--- src/rtl/fifo_sync_flags_pkg.sv ---
// Shared constants, types and helpers for the parametrised synchronous FIFO.
// Holds the default geometry, the read-mode selectors and the address-width helper.
package fifo_sync_flags_pkg;

  localparam int unsigned DEFAULT_WIDTH = 6;
  localparam int unsigned DEFAULT_DEPTH = 32;

  localparam int unsigned FIFO_STD  = 0;
  localparam int unsigned FIFO_FWFT = 1;

  // Encoding matches {write_accepted, read_accepted}.
  typedef enum logic [1:0] {
    AccNone  = 2'b00,
    AccRead  = 2'b01,
    AccWrite = 2'b10,
    AccBoth  = 2'b11
  } acc_e;

  function automatic int unsigned addr_width(input int unsigned depth);
    return (depth > 1) ? $clog2(depth) : 1;
  endfunction

endpackage

--- src/rtl/fifo_sync_flags_if.sv ---
// Producer/consumer handshake bundle for fifo_sync_flags.
// The master modport is the user side; the slave modport is the FIFO itself.
interface fifo_sync_flags_if
  import fifo_sync_flags_pkg::*;
#(
  parameter int unsigned WIDTH = DEFAULT_WIDTH,
  parameter int unsigned DEPTH = DEFAULT_DEPTH
);

  localparam int unsigned AW = addr_width(DEPTH);

  logic             wr_en;
  logic [WIDTH-1:0] wr_data;
  logic             rd_en;
  logic [WIDTH-1:0] rd_data;
  logic             rd_valid;
  logic             full;
  logic             empty;
  logic             almost_full;
  logic             almost_empty;
  logic [AW:0]      level;
  logic             overflow;
  logic             underflow;
  logic             clr_err;

  modport master (
    output wr_en, wr_data, rd_en, clr_err,
    input  rd_data, rd_valid, full, empty, almost_full, almost_empty, level, overflow, underflow
  );

  modport slave (
    input  wr_en, wr_data, rd_en, clr_err,
    output rd_data, rd_valid, full, empty, almost_full, almost_empty, level, overflow, underflow
  );

endinterface

--- src/rtl/fifo_mem.sv ---
// Simple dual-port storage array: synchronous write, asynchronous read.
// Contents are deliberately not reset.
module fifo_mem
  import fifo_sync_flags_pkg::*;
#(
  parameter int unsigned WIDTH = DEFAULT_WIDTH,
  parameter int unsigned DEPTH = DEFAULT_DEPTH,
  localparam int unsigned AW   = addr_width(DEPTH)
) (
  input  logic             clk_i,
  input  logic             we_i,
  input  logic [AW-1:0]    waddr_i,
  input  logic [WIDTH-1:0] wdata_i,
  input  logic [AW-1:0]    raddr_i,
  output logic [WIDTH-1:0] rdata_o
);

  logic [WIDTH-1:0] mem_q [DEPTH];

  always_ff @(posedge clk_i) begin
    if (we_i) begin
      mem_q[waddr_i] <= wdata_i;
    end
  end

  assign rdata_o = mem_q[raddr_i];

endmodule

--- src/rtl/fifo_sync_flags.sv ---
// Parametrised synchronous FIFO with registered occupancy flags, sticky error flags
// and a selectable standard / first-word-fall-through read mode.
module fifo_sync_flags
  import fifo_sync_flags_pkg::*;
#(
  parameter int unsigned WIDTH         = DEFAULT_WIDTH,
  parameter int unsigned DEPTH         = DEFAULT_DEPTH,
  parameter int unsigned AFULL_THRESH  = DEPTH - 4,
  parameter int unsigned AEMPTY_THRESH = 4,
  parameter int unsigned FWFT          = FIFO_STD
) (
  input logic              clk,
  input logic              rst_n,
  fifo_sync_flags_if.slave bus
);

  localparam int unsigned AW        = addr_width(DEPTH);
  localparam logic [AW:0] LvlFull   = (AW + 1)'(DEPTH);
  localparam logic [AW:0] LvlAfull  = (AW + 1)'(AFULL_THRESH);
  localparam logic [AW:0] LvlAempty = (AW + 1)'(AEMPTY_THRESH);
  localparam logic [AW:0] LvlOne    = (AW + 1)'(1);

  logic [AW:0]      wr_ptr_q, wr_ptr_d;
  logic [AW:0]      rd_ptr_q, rd_ptr_d;
  logic [AW:0]      level_q, level_d;
  logic             full_q, full_d;
  logic             empty_q, empty_d;
  logic             afull_q, afull_d;
  logic             aempty_q, aempty_d;
  logic             ovf_q, ovf_d;
  logic             unf_q, unf_d;
  logic             wr_acc, rd_acc;
  acc_e             acc;
  logic [WIDTH-1:0] mem_rdata;

  // Acceptance uses only registered flags, so no request reaches a flag combinationally.
  assign wr_acc = bus.wr_en && !full_q;
  assign rd_acc = bus.rd_en && !empty_q;
  assign acc    = acc_e'({wr_acc, rd_acc});

  always_comb begin
    wr_ptr_d = wr_ptr_q;
    rd_ptr_d = rd_ptr_q;
    level_d  = level_q;
    unique case (acc)
      AccWrite: begin
        wr_ptr_d = wr_ptr_q + LvlOne;
        level_d  = level_q + LvlOne;
      end
      AccRead: begin
        rd_ptr_d = rd_ptr_q + LvlOne;
        level_d  = level_q - LvlOne;
      end
      AccBoth: begin
        wr_ptr_d = wr_ptr_q + LvlOne;
        rd_ptr_d = rd_ptr_q + LvlOne;
      end
      default: ;
    endcase

    full_d   = (level_d == LvlFull);
    empty_d  = (level_d == '0);
    afull_d  = (level_d >= LvlAfull);
    aempty_d = (level_d <= LvlAempty);

    // A new error event outranks a coincident clear.
    ovf_d = (bus.wr_en && full_q)  ? 1'b1 : (bus.clr_err ? 1'b0 : ovf_q);
    unf_d = (bus.rd_en && empty_q) ? 1'b1 : (bus.clr_err ? 1'b0 : unf_q);
  end

  always_ff @(posedge clk or negedge rst_n) begin
    if (!rst_n) begin
      wr_ptr_q <= '0;
      rd_ptr_q <= '0;
      level_q  <= '0;
      full_q   <= 1'b0;
      empty_q  <= 1'b1;
      afull_q  <= 1'b0;
      aempty_q <= 1'b1;
      ovf_q    <= 1'b0;
      unf_q    <= 1'b0;
    end else begin
      wr_ptr_q <= wr_ptr_d;
      rd_ptr_q <= rd_ptr_d;
      level_q  <= level_d;
      full_q   <= full_d;
      empty_q  <= empty_d;
      afull_q  <= afull_d;
      aempty_q <= aempty_d;
      ovf_q    <= ovf_d;
      unf_q    <= unf_d;
    end
  end

  fifo_mem #(
    .WIDTH(WIDTH),
    .DEPTH(DEPTH)
  ) u_mem (
    .clk_i  (clk),
    .we_i   (wr_acc),
    .waddr_i(wr_ptr_q[AW-1:0]),
    .wdata_i(bus.wr_data),
    .raddr_i(rd_ptr_q[AW-1:0]),
    .rdata_o(mem_rdata)
  );

  if (FWFT == FIFO_FWFT) begin : g_fwft
    // Head word is presented directly; forced to zero while empty so reset reads as 0.
    assign bus.rd_data  = empty_q ? '0 : mem_rdata;
    assign bus.rd_valid = !empty_q;
  end else begin : g_std
    logic [WIDTH-1:0] rd_data_q;
    logic             rd_valid_q;

    always_ff @(posedge clk or negedge rst_n) begin
      if (!rst_n) begin
        rd_data_q  <= '0;
        rd_valid_q <= 1'b0;
      end else begin
        rd_valid_q <= rd_acc;
        if (rd_acc) begin
          rd_data_q <= mem_rdata;
        end
      end
    end

    assign bus.rd_data  = rd_data_q;
    assign bus.rd_valid = rd_valid_q;
  end

  assign bus.full         = full_q;
  assign bus.empty        = empty_q;
  assign bus.almost_full  = afull_q;
  assign bus.almost_empty = aempty_q;
  assign bus.level        = level_q;
  assign bus.overflow     = ovf_q;
  assign bus.underflow    = unf_q;

endmodule
--- src/flat_wrapper.sv ---
// flat-port wrapper written by rule: the top's interface ports become plain ports
module fifo_sync_flags_flat import fifo_sync_flags_pkg::*;
#(
  parameter int unsigned WIDTH         = DEFAULT_WIDTH,
  parameter int unsigned DEPTH         = DEFAULT_DEPTH,
  parameter int unsigned AFULL_THRESH  = DEPTH - 4,
  parameter int unsigned AEMPTY_THRESH = 4,
  parameter int unsigned FWFT          = FIFO_STD
)
  (clk, rst_n, bus_wr_en, bus_wr_data, bus_rd_en, bus_clr_err, bus_rd_data, bus_rd_valid, bus_full, bus_empty, bus_almost_full, bus_almost_empty, bus_level, bus_overflow, bus_underflow);
  fifo_sync_flags_if #(.WIDTH(WIDTH), .DEPTH(DEPTH)) bus_i ();
  input logic clk;
  input logic rst_n;
  input wire logic [$bits(bus_i.wr_en)-1:0] bus_wr_en;
  input wire logic [$bits(bus_i.wr_data)-1:0] bus_wr_data;
  input wire logic [$bits(bus_i.rd_en)-1:0] bus_rd_en;
  input wire logic [$bits(bus_i.clr_err)-1:0] bus_clr_err;
  output wire logic [$bits(bus_i.rd_data)-1:0] bus_rd_data;
  output wire logic [$bits(bus_i.rd_valid)-1:0] bus_rd_valid;
  output wire logic [$bits(bus_i.full)-1:0] bus_full;
  output wire logic [$bits(bus_i.empty)-1:0] bus_empty;
  output wire logic [$bits(bus_i.almost_full)-1:0] bus_almost_full;
  output wire logic [$bits(bus_i.almost_empty)-1:0] bus_almost_empty;
  output wire logic [$bits(bus_i.level)-1:0] bus_level;
  output wire logic [$bits(bus_i.overflow)-1:0] bus_overflow;
  output wire logic [$bits(bus_i.underflow)-1:0] bus_underflow;
  assign bus_i.wr_en = bus_wr_en;
  assign bus_i.wr_data = bus_wr_data;
  assign bus_i.rd_en = bus_rd_en;
  assign bus_i.clr_err = bus_clr_err;
  assign bus_rd_data = bus_i.rd_data;
  assign bus_rd_valid = bus_i.rd_valid;
  assign bus_full = bus_i.full;
  assign bus_empty = bus_i.empty;
  assign bus_almost_full = bus_i.almost_full;
  assign bus_almost_empty = bus_i.almost_empty;
  assign bus_level = bus_i.level;
  assign bus_overflow = bus_i.overflow;
  assign bus_underflow = bus_i.underflow;
  fifo_sync_flags #(.WIDTH(WIDTH), .DEPTH(DEPTH), .AFULL_THRESH(AFULL_THRESH), .AEMPTY_THRESH(AEMPTY_THRESH), .FWFT(FWFT)) u_core (.clk(clk), .rst_n(rst_n), .bus(bus_i));
endmodule
--- config.mk ---
export PLATFORM = sky130hd
export DESIGN_NAME = fifo_sync_flags_flat
export DESIGN_NICKNAME = d
export VERILOG_FILES = /design/src/rtl/fifo_sync_flags_pkg.sv /design/src/rtl/fifo_sync_flags_if.sv /design/src/rtl/fifo_mem.sv /design/src/rtl/fifo_sync_flags.sv /design/src/flat_wrapper.sv
export SDC_FILE = /design/constraint.sdc
export NUM_CORES = 1
export LEC_CHECK = 0
export CORE_MARGIN = 4
export CORE_UTILIZATION = 47
export CTS_CLUSTER_DIAMETER = 120
export DETAILED_ROUTE_END_ITERATION = 6
export SYNTH_ARGS = -nofsm -noshare
export SYNTH_HDL_FRONTEND = slang
export SYNTH_HIERARCHICAL = 1
export SYNTH_SLANG_ARGS = --single-unit
--- constraint.sdc ---
create_clock -name clk -period 6.16 [get_ports clk]
set_input_delay 0.616 -clock clk [delete_from_list [all_inputs] [get_ports clk]]
set_output_delay 0.616 -clock clk [all_outputs]
set_load 0.005 [all_outputs]
# After elaboration in Yosys (flattened, before gate mapping)
# Memory sizes are Yosys's and may differ from the RTL's. A register that Yosys moved wholly into a read port is not among the register bits.
# Cells that the tools add are included.
[totals]
reg_bits = 25
ramBits = 192
inputBits = 11
out_inout_bits = 19
mem_count = 1
[mem_list]
columns = ["memory", "words", "word_bits", "rd", "rd_ports_with_merged_regs", "wr", "line", "source"]
rows = [
  ["u_core.u_mem.mem_q", 32, 6, 1, 1, 1, "fifo_mem.sv:18", "logic [WIDTH-1:0] mem_q [DEPTH];"],
]
[classes]
addsub = 4
order_cmp = 2
n_eq_ne = 4
mux = 6
n_reduce_logical = 12
[op_table]
columns = ["cell", "n"]
rows = [
  ["$add 6x1->6 const B", 3],
  ["$pmux 6 s2", 1],
  ["$eq 6x6->1 const B", 1],
  ["$ge 6x5->1 const B", 1],
  ["$le 6x3->1 const B", 1],
  ["$logic_not 6->1", 1],
  ["$sub 6x1->6 const B", 1],
  ["$mux 1", 5],
  ["$eq 2x2->1 const B", 2],
  ["$logic_and 1x1->1", 4],
  ["$reduce_bool 2->1", 2],
  ["$reduce_or 2->1", 2],
  ["$logic_not 1->1", 3],
  ["$eq 2x1->1 const B", 1],
]

# Logic depth before layout (Yosys ltp)
[logic_depth]
word_depth = 5
mapped_depth = 11
depth_no_buf = 11

# Hierarchy
# Netlist, hierarchy kept.
[by_module_without_submodules]
columns = ["module", "n_inst", "cells_each", "area_per_inst_um2", "seq_area_each_um2"]
rows = [
  ["fifo_mem", 1, 317, 7469.7, 5765.5],
  ["fifo_sync_flags", 1, 150, 1571.5, 728.2],
]

# Least setup slack after synthesis
# Ideal clock, no wire load.
[synth_timing]
kind = "in2reg"
startpoint = "input port bus_rd_en"
endpoint = "register u_core.full_q, in the netlist u_core/bus.full"
arrival_time_ns = 2.278
t_required_ns = 6.039
slack_ns = 3.761
stages = 10
n_path_buf = 2
path_cell_list = "nand2b_4 > buf_4 > inv_1 > ha_1 > buf_2 > nand2b_1 > o311a_1 > o22ai_1 > a21oi_2 > and4bb_1"
[synth_between]
elab_chain_len = 4
[synth_rtl]
columns = ["item", "line", "source"]
rows = [
  ["from (decl)", "flat_wrapper.sv:16", "input wire logic [$bits(bus_i.rd_en)-1:0] bus_rd_en;"],
  ["$logic_and 1x1->1 *", "fifo_sync_flags.sv:38", "assign rd_acc = bus.rd_en && !empty_q;"],
  ["$eq 2x1->1 or $eq 2x2->1 (tied branches)", "fifo_sync_flags.sv:45", "unique case (acc)"],
  ["$pmux 6 s2 *", "fifo_sync_flags.sv:45", ""],
  ["via u_core.level_d[5]", "fifo_sync_flags.sv:25", "logic [AW:0] level_q, level_d;"],
  ["$eq 6x6->1 *", "fifo_sync_flags.sv:61", "full_d = (level_d == LvlFull);"],
  ["via u_core.full_d", "fifo_sync_flags.sv:26", "logic full_q, full_d;"],
  ["to (signal assigned)", "fifo_sync_flags.sv:86", "full_q <= full_d;"],
  ["to (decl)", "fifo_sync_flags.sv:26", ""],
]
# The timed path passes the listed nets; every way through them passes the cells marked *.
# A chain may end at the register's enable or synchronous reset.

==> results by group <==
Run status
  • Status: finished clean

Worst setup path
  • Arrival @ worst endpoint: 3.25 ns
  • Buf/Inv on CP: 0
  • Crit path launch type: register
  • CP cell instances: mux4_2, mux4_2, mux2_2, nand2_1, nand2_1
  • Crit path max-delay cell type: dfrtp_4
  • CP top delay family: multiplexers
  • WS Path Type: reg -> reg
  • Crit-path max FO: 51
  • Critical Path Sink Type: register
  • CP peak stage delay: 1.11 ns
  • WP data required: 6.55 ns

Die
  • Row count: 50
  • Die area: 21500 µm²
  • Die Height: 147 µm
  • Top Ports: 30
  • Die Wd: 147 µm
  • Core box area: 18800 µm²
  • Starting Density: 0.480

Global routing
  • Largest net degree at the start of global routing: 52
  • Grt ovf: 0
  • Initial antenna violation count: 0
  • First-pass GRT wire length: 27.3 mm
  • Vias in the first global route: 4511
  • Total GRT Usage: 0.165

STA
  • Setup_tns: 0 ns
  • Slew Viols, Final: 0
  • Final hold vios: 0
  • RSZ-0062 raised after global routing: no
  • Max Clock Freq: 349 MHz
  • Post-Route Skew: 0.00654 ns
  • Setup slack after layout: 3.30 ns
  • Final worst path period need: 2.86 ns
  • Setup violators final: 0
  • Worst-Margin Slew: 1.24 ns
  • Tcrit/Tclk final: 0.465
  • Slew headroom: 0.169

Cells and area
  • Area grow syn2layout: 13.4%
  • ANT cells: 0
  • Area of the multi-input gates: 2370 µm²
  • Layout cell share with drive strength beyond 1: 0.238
  • Final-layout fill cell count: 1480
  • FF+latch area: 6500 µm²
  • Final nets: 515

Detailed routing
  • Vias after detailed routing: 4365
  • First drt pass iteration count: 4
  • Routed wire length: 17.4 mm
  • DRC errors left: 0
  • Iter 0 DRT Violations: 244
  • DR WL/cell: 22.4 µm
  • Via density: 5.63
  • ANT nets after route: 0

Placement
  • GPL Wtd Cong: 0.800
  • Post-DP HPWL: 10.9 mm
  • Setup slack at placement: 3.01 ns
  • Port Buf Inserts: 29

Clocking
  • Post-cts sizing count: 0
  • Clk sinks: 221
  • Hold buffers post-CTS: 0
  • # Post-CTS Setup Buffers: 0
  • CTS tree: yes
  • Depth of the CTS H-tree: 1
  • Clk Latency, worst-skew pair: 0.49 ns
  • CTS Buf Count: 23
  • CTS Buffer Depth: 3
  • Clock transition at path regs: 0.06 ns
  • Root Driver: clkbuf_16

Synthesis
  • Syn Nets: 482
  • Post-synth EDFFs: 192
  • Primary FF master, synth: edfxtp_1
  • Yosys top cell by area: edfxtp_1
  • Mapped Area: 9040 µm²
  • Top cells by area, synth: edfxtp_1, mux4_2, dfrtp_1, nor2_1, nand2_1
  • Post-synthesis register bit count: 221
  • Mapped Avg Cell Area: 19.4 µm²
  • Asr flop ratio synth: 0.131
  • Count of different cell masters after synthesis: 52
  • Register area share after synthesis: 0.718
  • Syn Inst Count: 467
  • Synth top area share: 0.638
  • Syn. warnings: 6

Power and ir drop
  • Max VDD drop: 0.000215 V
  • Leakage: 3.30 nW
  • Tot Pwr: 4.70 mW
  • Pwr dens: 458 nW/µm²

Hold path
  • Min-delay worst type: reg -> reg

Run
  • Max-Cap Viols: 0
[report_power, final]
group	internal, mW	switching [mW]
sequential	1.80	0.308
combinational	0.714	0.545
clock	0.792	0.537
total	3.31	1.39
[final cells by class]
| class | count | area share |
|---|---|---|
| Tap cell | 260 | 0.0317 |
| Clock inverter | 11 | 0.0100 |
| Inverter | 7 | 0.00305 |
| Multi-Input combinational cell | 216 | 0.231 |
| Sequential cell | 221 | 0.634 |
| Timing Repair Buffer | 31 | 0.0298 |
| Clock buffer | 30 | 0.0607 |
[routing by layer]
metal  track usage  wire (µm)  up-vias
li1              -          -     1923
met1         0.246       8000     2294
met2         0.252       8170      116
met3        0.0259        755       32
met4        0.0555        432        0
met5             0          0        -
[cells in the mapped netlist, types with 2 or more instances]
master and instances:
nand3b_1 6, xnor2_1 10, nand2_1 34, nand4_1 4, nor2b_1 2, buf_2 4, edfxtp_1 192, nor2_1 37
mux4_2 60, nand2b_1 3, inv_1 5, a21oi_1 4, o31ai_1 2, xor2_2 2, dfrtp_1 27, or3b_2 3
nand3_1 4, clkbuf_1 8, buf_1 2, dfstp_2 2, ha_1 4, buf_6 7, nand2b_4 3, o21ai_0 4
a21oi_2 2, inv_4 2, nor3_1 3, mux2_2 7
[worst paths after layout]
check                                                  start                                end  slack [ns]  depth (start not counted)
max in group asynchronous                              rst_n  u_core/bus.almost_empty$_DFF_PN1_        5.34                          2
hold / removal             u_core/bus.rd_data[3]$_DFFE_PN0P_  u_core/bus.rd_data[3]$_DFFE_PN0P_        0.48                          2
hold reg to reg            u_core/bus.rd_data[3]$_DFFE_PN0P_  u_core/bus.rd_data[3]$_DFFE_PN0P_        0.48                          2
min in group asynchronous                              rst_n  u_core/bus.rd_data[0]$_DFFE_PN0P_        0.50                          2
setup reg to reg              u_core/rd_ptr_q[0]$_DFFE_PN0P_  u_core/bus.rd_data[3]$_DFFE_PN0P_        3.30                          5
setup / recovery              u_core/rd_ptr_q[0]$_DFFE_PN0P_  u_core/bus.rd_data[3]$_DFFE_PN0P_        3.30                          5
[worst min-delay path, delay by kind of cell (launching register included)]
family | cells | cell delay [ns]
flops | 1 | 0.34
simple gates | 2 | 0.11
[cells in the final DEF (no fill, tap or decap), types with 5 or more instances in the layout]
cell type	netlist	routed
nand3b_1	6	6
mux4_2	60	60
mux2_2	7	7
edfxtp_1	192	192
inv_1	5	5
dfrtp_1	27	25
clkdlybuf4s50_1	0	29
nand2_1	34	34
clkbuf_16	0	23
nor2_1	37	37
xnor2_1	10	10
clkbuf_1	8	5
[state kept, by name, indices dropped and copies added (netlist names)]
register,count
u_core/bus.level,6
u_core/bus.rd_data,6
u_core/u_mem/mem_q,192
u_core/bus.full,1
u_core/bus.almost_full,1
u_core/bus.underflow,1
u_core/rd_ptr_q,5
u_core/bus.rd_valid,1
u_core/bus.overflow,1
u_core/bus.empty,1
u_core/bus.almost_empty,1
u_core/wr_ptr_q,5
[stage by stage]
step                      instances  instance area, µm²  hold WS, ns  utilization
after floorplan                 467                9040        0.320            -
after global placement          735                9530        0.469        0.506
after detailed placement        735                9530        0.472        0.506
after CTS                       776               10300        0.488        0.544
after global routing            776               10300        0.509        0.544
final                           776               10300        0.484        0.544
[cell families after synthesis]
group,share of synthesized area
AO/OA/AOI/OAI,0.0223
flip-flops,0.718
XOR/XNOR,0.0143
buffers and inverters,0.0199
multiplexers,0.159
AND/OR/NAND/NOR,0.0603
adder cells (fa/ha/maj),0.00554
Power figures use the tool's default switching activity.
==> RTL change (same settings) <==
Make the reset (`rst_n`) synchronous in 2 clocked blocks. Comments in the files are not updated.
--- a/src/rtl/fifo_sync_flags.sv
+++ b/src/rtl/fifo_sync_flags.sv
@@ -69,5 +69,5 @@
   end
 
-  always_ff @(posedge clk or negedge rst_n) begin
+  always_ff @(posedge clk) begin
     if (!rst_n) begin
       wr_ptr_q <= '0;
@@ -113,5 +113,5 @@
     logic             rd_valid_q;
 
-    always_ff @(posedge clk or negedge rst_n) begin
+    always_ff @(posedge clk) begin
       if (!rst_n) begin
         rd_data_q  <= '0;
Check against the original RTL: differs if rst_n is asserted again (counterexample within 4 cycles, from zero or initial values and one cycle with rst_n low); with rst_n held inactive, the same outputs for 10 cycles.
==> RTL change against the unedited design <==
  * Clock skew grew 0.0064 ns
  * Area after synthesis decreased by 0.73%
  * Highest routed layer unchanged
  * Fmax shrank 14%
  * Worst hold slack worse by 0.011 ns
  * Sequential cell count is the same
  * Critical path depth is 5 higher
  * Wire length rose by 1.1%
  * Worst setup slack worse by 0.46 ns
  * Register-to-register slack got worse by 0.33 ns
  * Design area down 0.12%
  * Synthesized cell count rose by 2.1%
  * Sequential share of layout area is 1.4 points lower
Power is not compared: it rests on default switching activity, and its combinational part moved more than twofold at a synthesized area within 25%.
==> RTL change: results (changes against the unedited design) <==
* GP Congestion at 0.791 (-1.1%)
* Clock skew after layout at 0.0129 ns (+0.00639 ns)
* Wirelength, routed at 17600 um (+1.1%)
* Worst hold start: u_core/bus.rd_data[1]
* Async S/R FF share, synth at 0% (-13 points)
* Top cells by count, synth: edfxtp_1 (192), mux4_2 (60), nor2_1 (39), dfxtp_1 (29), nand2_1 (22)
* Post-Syn Nets at 492 (+2.1%)
* Worst-path maximum fanout at 18 (-65%)
* Layout Nets at 526 (+2.1%)
* Initial antenna violation count at 0 (unchanged)
* Yosys cell types at 51 (-1.9%)
* Layout cells sized above 1 at 23.9% (+0.026 points)
* Status: finished, final reports clean
* WP data arrival at 3.72 ns (+0.47 ns)
* DRT Pass-1 Iters at 5 (+1)
* Total global-route track usage at 16.3% (-0.23 points)
* Number of global-route vias before repair at 4415 (-2.1%)
* First-pass GRT wire length at 26500 um (-2.7%)
* Sequential cell area fraction in the yosys report at 70.7% (-1.1 points)
* DP HPWL at 10800 um (-0.93%)
* CTS Buf Count at 24 (+4.3%)
* Starting DRT DRC Count at 392 (+61%)
* Worst setup path start: bus_rd_en
* Filler cell count at 1481 (+0.068%)
* Worst r2r src: u_core/bus.empty
[RTL change: cell count changes after synthesis, moves of 5 or more]
cell / unedited run / this run
a21boi_0: 1 / 9
and2_1: 0 / 11
clkbuf_1: 8 / 13
dfrtp_1: 27 / 0
dfxtp_1: 0 / 29
nand2_1: 34 / 22
[RTL change: path summary, 6_finish.rpt]
path              cells past startpoint  slack [ns]                      to
setup / recovery                     10        2.84  u_core/bus.almost_full
hold / removal                        2        0.47   u_core/bus.rd_data[1]
setup reg to reg                      9        2.97  u_core/bus.almost_full
hold reg to reg                       2        0.47   u_core/bus.rd_data[1]
[RTL change: final cells by class]
type / instances / area [sq um] / area share, %
multi-input combinational: 228 / 2480 / 24.2
tap: 234 / 293 / 2.86
clock inverter: 17 / 156 / 1.53
timing repair buffer: 32 / 313 / 3.05
sequential: 221 / 6350 / 62.0
clock buffer: 26 / 629 / 6.15
inverter: 4 / 17.5 / 0.171
[RTL change: critical path, stage by stage]
cell,delay (ns)
clkdlybuf4s50_1,0.43
nand2b_2,0.28
clkinv_1,0.52
ha_1,0.61
nand2b_1,0.23
a311oi_2,0.33
nor2_1,0.10
o21ai_2,0.19
o311ai_4,0.15
a31o_2,0.24
[RTL change: cell families (layout without fill, tap and decap cells)]
group | after synthesis | after routing | synth area share, %
muxes | 69 | 69 | 16.1
buffers and inverters | 28 | 79 | 1.66
AOI/OAI and AO/OA | 31 | 31 | 3.04
and+or+nand+nor | 112 | 112 | 6.64
xor gates and xnor gates | 12 | 12 | 1.25
DFF | 221 | 221 | 70.7
adders and majority gates | 4 | 4 | 0.558
[RTL change: per-layer routing]
metal | wire length (um) | track usage, % | share of wire, %
met5 | 0 | 0 | 0
met4 | 314 | 4.14 | 1.8
met3 | 878 | 2.45 | 5.0
met2 | 8330 | 25.5 | 47
met1 | 8040 | 24.3 | 46
[RTL change: report_power, final]
| part | switching (uW) | leakage, uW | internal, uW |
|---|---|---|---|
| Combinational | 153 | 0.000807 | 194 |
| Sequential | 70.2 | 0.00197 | 1660 |
| Clock | 550 | 0.000387 | 859 |
| Total | 773 | 0.00316 | 2710 |
[RTL change: through the flow]
step / setup WS, ns / cells / instance area (sq um) / power [uW]
global placement: 2.49 / 719 / 9450 / 2100
global route: 2.63 / 762 / 10200 / 3620
floorplan: 3.37 / 477 / 8970 / 1990
CTS: 2.88 / 762 / 10200 / 3530
detailed placement: 2.35 / 719 / 9450 / 2110
finish: 2.84 / 762 / 10200 / 3490
